## src/rtl/serial_subtractor.sv

```systemverilog
`default_nettype none
// ============================================================================
//  Module      : serial_subtractor
//  Description : Digit-serial two's-complement subtractor, InputA - InputB,
//                DIGIT bits per clock, Start/Busy/Done handshake. The result
//                and its flags are held until the next operation completes.
//                Optional ZeroFlag output when SUB_ZERO_FLAG_EN is defined.
//  Revision    : 1.0 - initial release
// ============================================================================
module serial_subtractor #(
   parameter int N     = 16,
   parameter int DIGIT = 4
) (
   input  logic         Clk,
   input  logic         Rst,
   input  logic         Start,
   input  logic [N-1:0] InputA,
   input  logic [N-1:0] InputB,
   output logic         Busy,
   output logic         Done,
   output logic [N-1:0] OutDiff,
   output logic         BorrowOut,
`ifdef SUB_ZERO_FLAG_EN
   output logic         ZeroFlag,
`endif
   output logic         OverFlow
);

   localparam int NUM_DIGITS = N / DIGIT;
   localparam int CNT_W      = (NUM_DIGITS > 1) ? $clog2(NUM_DIGITS) : 1;
   localparam logic [CNT_W-1:0] LAST_DIGIT = CNT_W'(NUM_DIGITS - 1);

   // Operand width must split into whole digits.
   generate
      if ((N % DIGIT) != 0 || DIGIT < 1) begin : g_param_check
         $error("serial_subtractor: N must be a positive multiple of DIGIT");
      end
   endgenerate

   typedef enum logic [1:0] {
      S_IDLE = 2'd0,
      S_RUN  = 2'd1,
      S_FIN  = 2'd2
   } state_t;

   state_t           state_q,  state_d;
   logic [N-1:0]     a_q,      a_d;
   logic [N-1:0]     b_q,      b_d;
   logic             carry_q,  carry_d;
   logic [CNT_W-1:0] cnt_q,    cnt_d;
   logic [N-1:0]     res_q,    res_d;
   logic             sa_q,     sa_d;
   logic             sb_q,     sb_d;
   logic [N-1:0]     diff_q,   diff_d;
   logic             borrow_q, borrow_d;
   logic             ovf_q,    ovf_d;

   logic [DIGIT:0]   digit_sum;
   logic [N-1:0]     res_shift;
   logic             last_step;

   // One digit of A + ~B + carry; the top bit is the carry into the next digit.
   always_comb begin
      digit_sum = {1'b0, a_q[DIGIT-1:0]} + {1'b0, b_q[DIGIT-1:0]}
                + {{DIGIT{1'b0}}, carry_q};
   end

   // New digit enters the result from the MSB side; older digits move down.
   generate
      if (DIGIT == N) begin : g_res_single
         assign res_shift = digit_sum[DIGIT-1:0];
      end else begin : g_res_multi
         assign res_shift = {digit_sum[DIGIT-1:0], res_q[N-1:DIGIT]};
      end
   endgenerate

   assign last_step = (state_q == S_RUN) && (cnt_q == LAST_DIGIT);

   // Next-state, datapath and result-capture logic.
   always_comb begin
      state_d  = state_q;
      a_d      = a_q;
      b_d      = b_q;
      carry_d  = carry_q;
      cnt_d    = cnt_q;
      res_d    = res_q;
      sa_d     = sa_q;
      sb_d     = sb_q;
      diff_d   = diff_q;
      borrow_d = borrow_q;
      ovf_d    = ovf_q;
      case (state_q)
         S_IDLE, S_FIN: begin
            if (Start) begin
               // Subtraction as A + ~B + 1: the +1 rides in on the carry.
               state_d = S_RUN;
               a_d     = InputA;
               b_d     = ~InputB;
               carry_d = 1'b1;
               cnt_d   = '0;
               sa_d    = InputA[N-1];
               sb_d    = InputB[N-1];
            end else begin
               state_d = S_IDLE;
            end
         end
         S_RUN: begin
            a_d     = a_q >> DIGIT;
            b_d     = b_q >> DIGIT;
            carry_d = digit_sum[DIGIT];
            cnt_d   = cnt_q + CNT_W'(1);
            res_d   = res_shift;
            if (last_step) begin
               state_d  = S_FIN;
               diff_d   = res_shift;
               // No carry out of A + ~B + 1 means A < B.
               borrow_d = ~digit_sum[DIGIT];
               ovf_d    = (sa_q ^ sb_q) & (sa_q ^ res_shift[N-1]);
            end
         end
         default: state_d = S_IDLE;
      endcase
   end

   // State and datapath registers with synchronous reset.
   always_ff @(posedge Clk) begin
      if (Rst) begin
         state_q  <= S_IDLE;
         a_q      <= '0;
         b_q      <= '0;
         carry_q  <= 1'b0;
         cnt_q    <= '0;
         res_q    <= '0;
         sa_q     <= 1'b0;
         sb_q     <= 1'b0;
         diff_q   <= '0;
         borrow_q <= 1'b0;
         ovf_q    <= 1'b0;
      end else begin
         state_q  <= state_d;
         a_q      <= a_d;
         b_q      <= b_d;
         carry_q  <= carry_d;
         cnt_q    <= cnt_d;
         res_q    <= res_d;
         sa_q     <= sa_d;
         sb_q     <= sb_d;
         diff_q   <= diff_d;
         borrow_q <= borrow_d;
         ovf_q    <= ovf_d;
      end
   end

`ifdef SUB_ZERO_FLAG_EN
   logic zero_q, zero_d;

   // Zero flag captured together with the result.
   always_comb begin
      zero_d = zero_q;
      if (last_step) begin
         zero_d = (res_shift == '0);
      end
   end

   // Zero flag register.
   always_ff @(posedge Clk) begin
      if (Rst) begin
         zero_q <= 1'b0;
      end else begin
         zero_q <= zero_d;
      end
   end

   assign ZeroFlag = zero_q;
`else
   // Zero detection not built in this configuration.
`endif

   assign Busy      = (state_q == S_RUN);
   assign Done      = (state_q == S_FIN);
   assign OutDiff   = diff_q;
   assign BorrowOut = borrow_q;
   assign OverFlow  = ovf_q;

endmodule
`default_nettype wire

```

## config.mk

```make
export PLATFORM = sky130hd
export DESIGN_NAME = serial_subtractor
export DESIGN_NICKNAME = d
export VERILOG_FILES = /design/src/rtl/serial_subtractor.sv
export SDC_FILE = /design/constraint.sdc
export NUM_CORES = 1
export LEC_CHECK = 0
export CAP_MARGIN = 20
export CORE_ASPECT_RATIO = 1.1
export CORE_MARGIN = 5
export CORE_UTILIZATION = 41
export CTS_CLUSTER_SIZE = 16
export DETAILED_ROUTE_END_ITERATION = 12
export DONT_BUFFER_PORTS = 1
export PLACE_DENSITY_LB_ADDON = 0.08
export SYNTH_ARGS = -nofsm -noshare
export SYNTH_HDL_FRONTEND = slang
export SYNTH_SLANG_ARGS = --single-unit
```

## constraint.sdc

```tcl
create_clock -name Clk -period 5.9 [get_ports Clk]
set_input_delay 0.295 -clock Clk [delete_from_list [all_inputs] [get_ports Clk]]
set_output_delay 0.295 -clock Clk [all_outputs]
set_load 0.01 [all_outputs]
```

==> key figures <==
Die
  • Std cell rows: 31
  • Die Area: 8482 um2
  • Die W: 88.27 um
  • Num ports: 55
  • Core area: 6594 um2
  • Starting Density: 0.4190
  • Die Y: 96.10 um

Yosys
  • Share of flip-flops with an asynchronous set or reset: 0
  • Top_reg_cell synth: dfxtp_1
  • Synthesized flop and latch total: 69
  • Mean post-synth cell area: 8.054 um2
  • Mux cell area share after synthesis: 0
  • Main combinational cell family by area after synthesis: simple AND/OR/NAND/NOR gates
  • Complex-gate fraction of the synthesized area: 0.1916
  • Synth Net Count: 384
  • EDFF count, synth: 0
  • Synth Area in Adders: 0.03261
  • Post-synthesis simple-gate area fraction: 0.2233
  • XOR/XNOR Fraction of Synth Area: 0.003170
  • Mapped cell area: 2763 um2
  • Synth cell types: 28
  • Seq/Total Area, Yosys: 0.5000
  • Synthesized instance count: 343
  • YS warnings: 0

CTS
  • TritonCTS sink count: 69
  • Post-CTS Setup Inserts: 0
  • CTS tree: yes
  • Cts bufs inserted: 9
  • Maximum root-to-sink buffer count: 2
  • Clk_lat worst skew: 0.34 ns
  • CTS Hold Bufs: 0
  • Clock root cell: clkbuf_8
  • Clock-pin slew on the worst setup and hold paths: 0.07 ns
  • CTS H-tree depth: 3
  • Cts repair resizes: 0

Timing
  • Setup violations, final: 0
  • Setup_tns: 0 ns
  • RSZ-0062 raised after global routing: no
  • Max Clk Rate: 0.4853 GHz
  • Slew margin rel.: 0.4603
  • Tightest Pin Transition: 0.8065 ns
  • Period utilization: 0.3493
  • Final hold vios: 0
  • Final Worst Setup Slack: 3.839 ns
  • Clock Skew: 0.007398 ns
  • Tmin final: 2.061 ns
  • Fin. max-slew vios: 0

Placed design
  • Placed Cells: 399
  • Detailed placement HPWL: 3974 um
  • Buffers on Ports: 0
  • Setup WS pre-CTS: 3.785 ns
  • RePlAce Congestion: 0.8095
  • DP Area: 2776 um2

Pwr
  • Int Pwr: 0.7216 mW
  • Clock network power share: 0.372
  • Switch share: 0.2471
  • P_sw: 0.2368 mW
  • P_leak: 1.035 nW
  • Pwr dens: 323.7 nW/um2
  • VDD IR max: 113.8 uV
  • Part of the power in registers: 0.529
  • Gate power share: 0.099

Routing
  • Wire per inst: 15.01 um
  • Final Routed Wirelength: 6201 um
  • ANT nets after route: 0
  • Vias per cell: 5.215
  • First-pass DRT Iterations: 4
  • Iter 0 DRT Violations: 58
  • Via count: 2154
  • DRC Markers: 0

Setup path
  • Crit path capture type: register
  • CP max stage cell: or3_1
  • Critical path arrival: 2.33 ns
  • Worst path bufs/invs: 1
  • CP Cell Sequence: nand2b_2 > inv_2 > nand2_1 > or3_1 > a21oi_1
  • Setup CP Type: reg2reg
  • Critical path launch point type: register
  • Top delay family on crit path: simple AND/OR/NAND/NOR gates
  • Worst path max stage delay: 0.49 ns
  • Crit path required time: 6.17 ns
  • Crit Path Max Fanout: 30

Global routing
  • Largest net degree at the start of global routing: 71
  • Vias in the first global route: 2001
  • Initial antenna violation count: 0
  • GR Util All Layers: 0.1528
  • First-pass GRT wire length: 9860 um
  • GRT overflow: 0

Layout
  • Share of layout cells above drive strength 1: 0.06647
  • Cell Count, Final, Fillers Out: 413
  • Area grow syn2layout: 7.156%
  • Cell area after layout: 2960 um2
  • Final net count: 369
  • N_diodes: 0

Run status
  • Run status: completed

Job
  • Max-Cap Viols: 0

Worst hold path
  • HP Class: in2reg
[Yosys cell counts (4+ instances only)]
cell type / instances / area share
inv_1: 5 / 0.0068
a311oi_1: 12 / 0.038
o211ai_1: 12 / 0.033
clkbuf_1: 21 / 0.029
a211oi_1: 5 / 0.014
ha_1: 4 / 0.018
nand2_1: 100 / 0.14
a21oi_1: 45 / 0.082
buf_2: 7 / 0.013
a22oi_1: 4 / 0.011
nor2_1: 36 / 0.049
nor2b_1: 4 / 0.0091
dfxtp_1: 69 / 0.50
[worst paths after layout]
kind	start	end	slack (ns)	depth (start not counted)
max reg2reg	state_q[0]	OutDiff[15]	3.84	5
max	state_q[0]	OutDiff[15]	3.84	5
min	Rst	OutDiff[0]	0.02	1
min reg2reg	res_q[5]	res_q[5]	0.45	2
[cell usage in the layout, fill, tap and decap left out, drive strengths merged, types with 2 or more instances in the layout]
master,n
a211oi,5
nand2,100
nor2b,4
a22oi,4
nand2b,2
clkbuf,13
a311oi,13
a21oi,45
nor2,36
ha,4
nand3b,3
fa,2
buf,2
dfxtp,69
inv,6
o211ai,12
o21ai,2
[power by group through the flow]
stage / Combinational (mW) / Clock (mW) / Sequential [mW]
floorplan: 0.0842 / 0 / 0.512
global placement: 0.0959 / 0 / 0.517
detailed placement: 0.0968 / 0 / 0.517
CTS: 0.0969 / 0.367 / 0.507
global route: 0.109 / 0.392 / 0.510
finish: 0.0947 / 0.357 / 0.507
[registers in the layout, summed over array words and instances, names as in the netlist]
register and flops:
cnt_q 2, res_q 12, a_q 16, sb_q 1
carry_q 1, OutDiff 16, sa_q 1, BorrowOut 1
OverFlow 1, state_q 2, b_q 16
[cell type report]
cell class                 instances  area (um2)
fill                             686        3633
multi-input combinational        240        1255
clock inverter                     1       5.005
timing repair buffer               2       15.01
sequential                        69        1381
clock buffer                      13       178.9
tap                               82       102.6
inverter                           6       22.52
[cell families (layout without fill, tap and decap cells)]
group / after synthesis / count (layout)
AOI/OAI and AO/OA: 83 / 83
adders and majority gates: 6 / 6
buffers and inverters: 34 / 22
and+or+nand+nor: 150 / 150
DFF: 69 / 69
xor gates and xnor gates: 1 / 1
[through the flow]
stage / total power, mW / hold WS, ns / util
after global routing: 1.011 / 0.01142 / 0.4490
after CTS: 0.9708 / 0.01380 / 0.4490
after floorplan: 0.5961 / 0.4310 / -
after detailed placement: 0.6140 / 0.3728 / 0.4211
final: 0.9584 / 0.01987 / 0.4490
after global placement: 0.6129 / 0.3721 / 0.4211
[metal layers]
metal  vias up  GRT usage  part of all wire  wire length [um]
li1       1127          -                 -                 -
met1       969     0.1992              0.46              2842
met2        44     0.2244              0.45              2818
met3        14    0.03853             0.051               317
met4         0    0.09572             0.036               223
met5         -          0                 0                 0
Note: power is estimated with default switching activity, not from simulation.
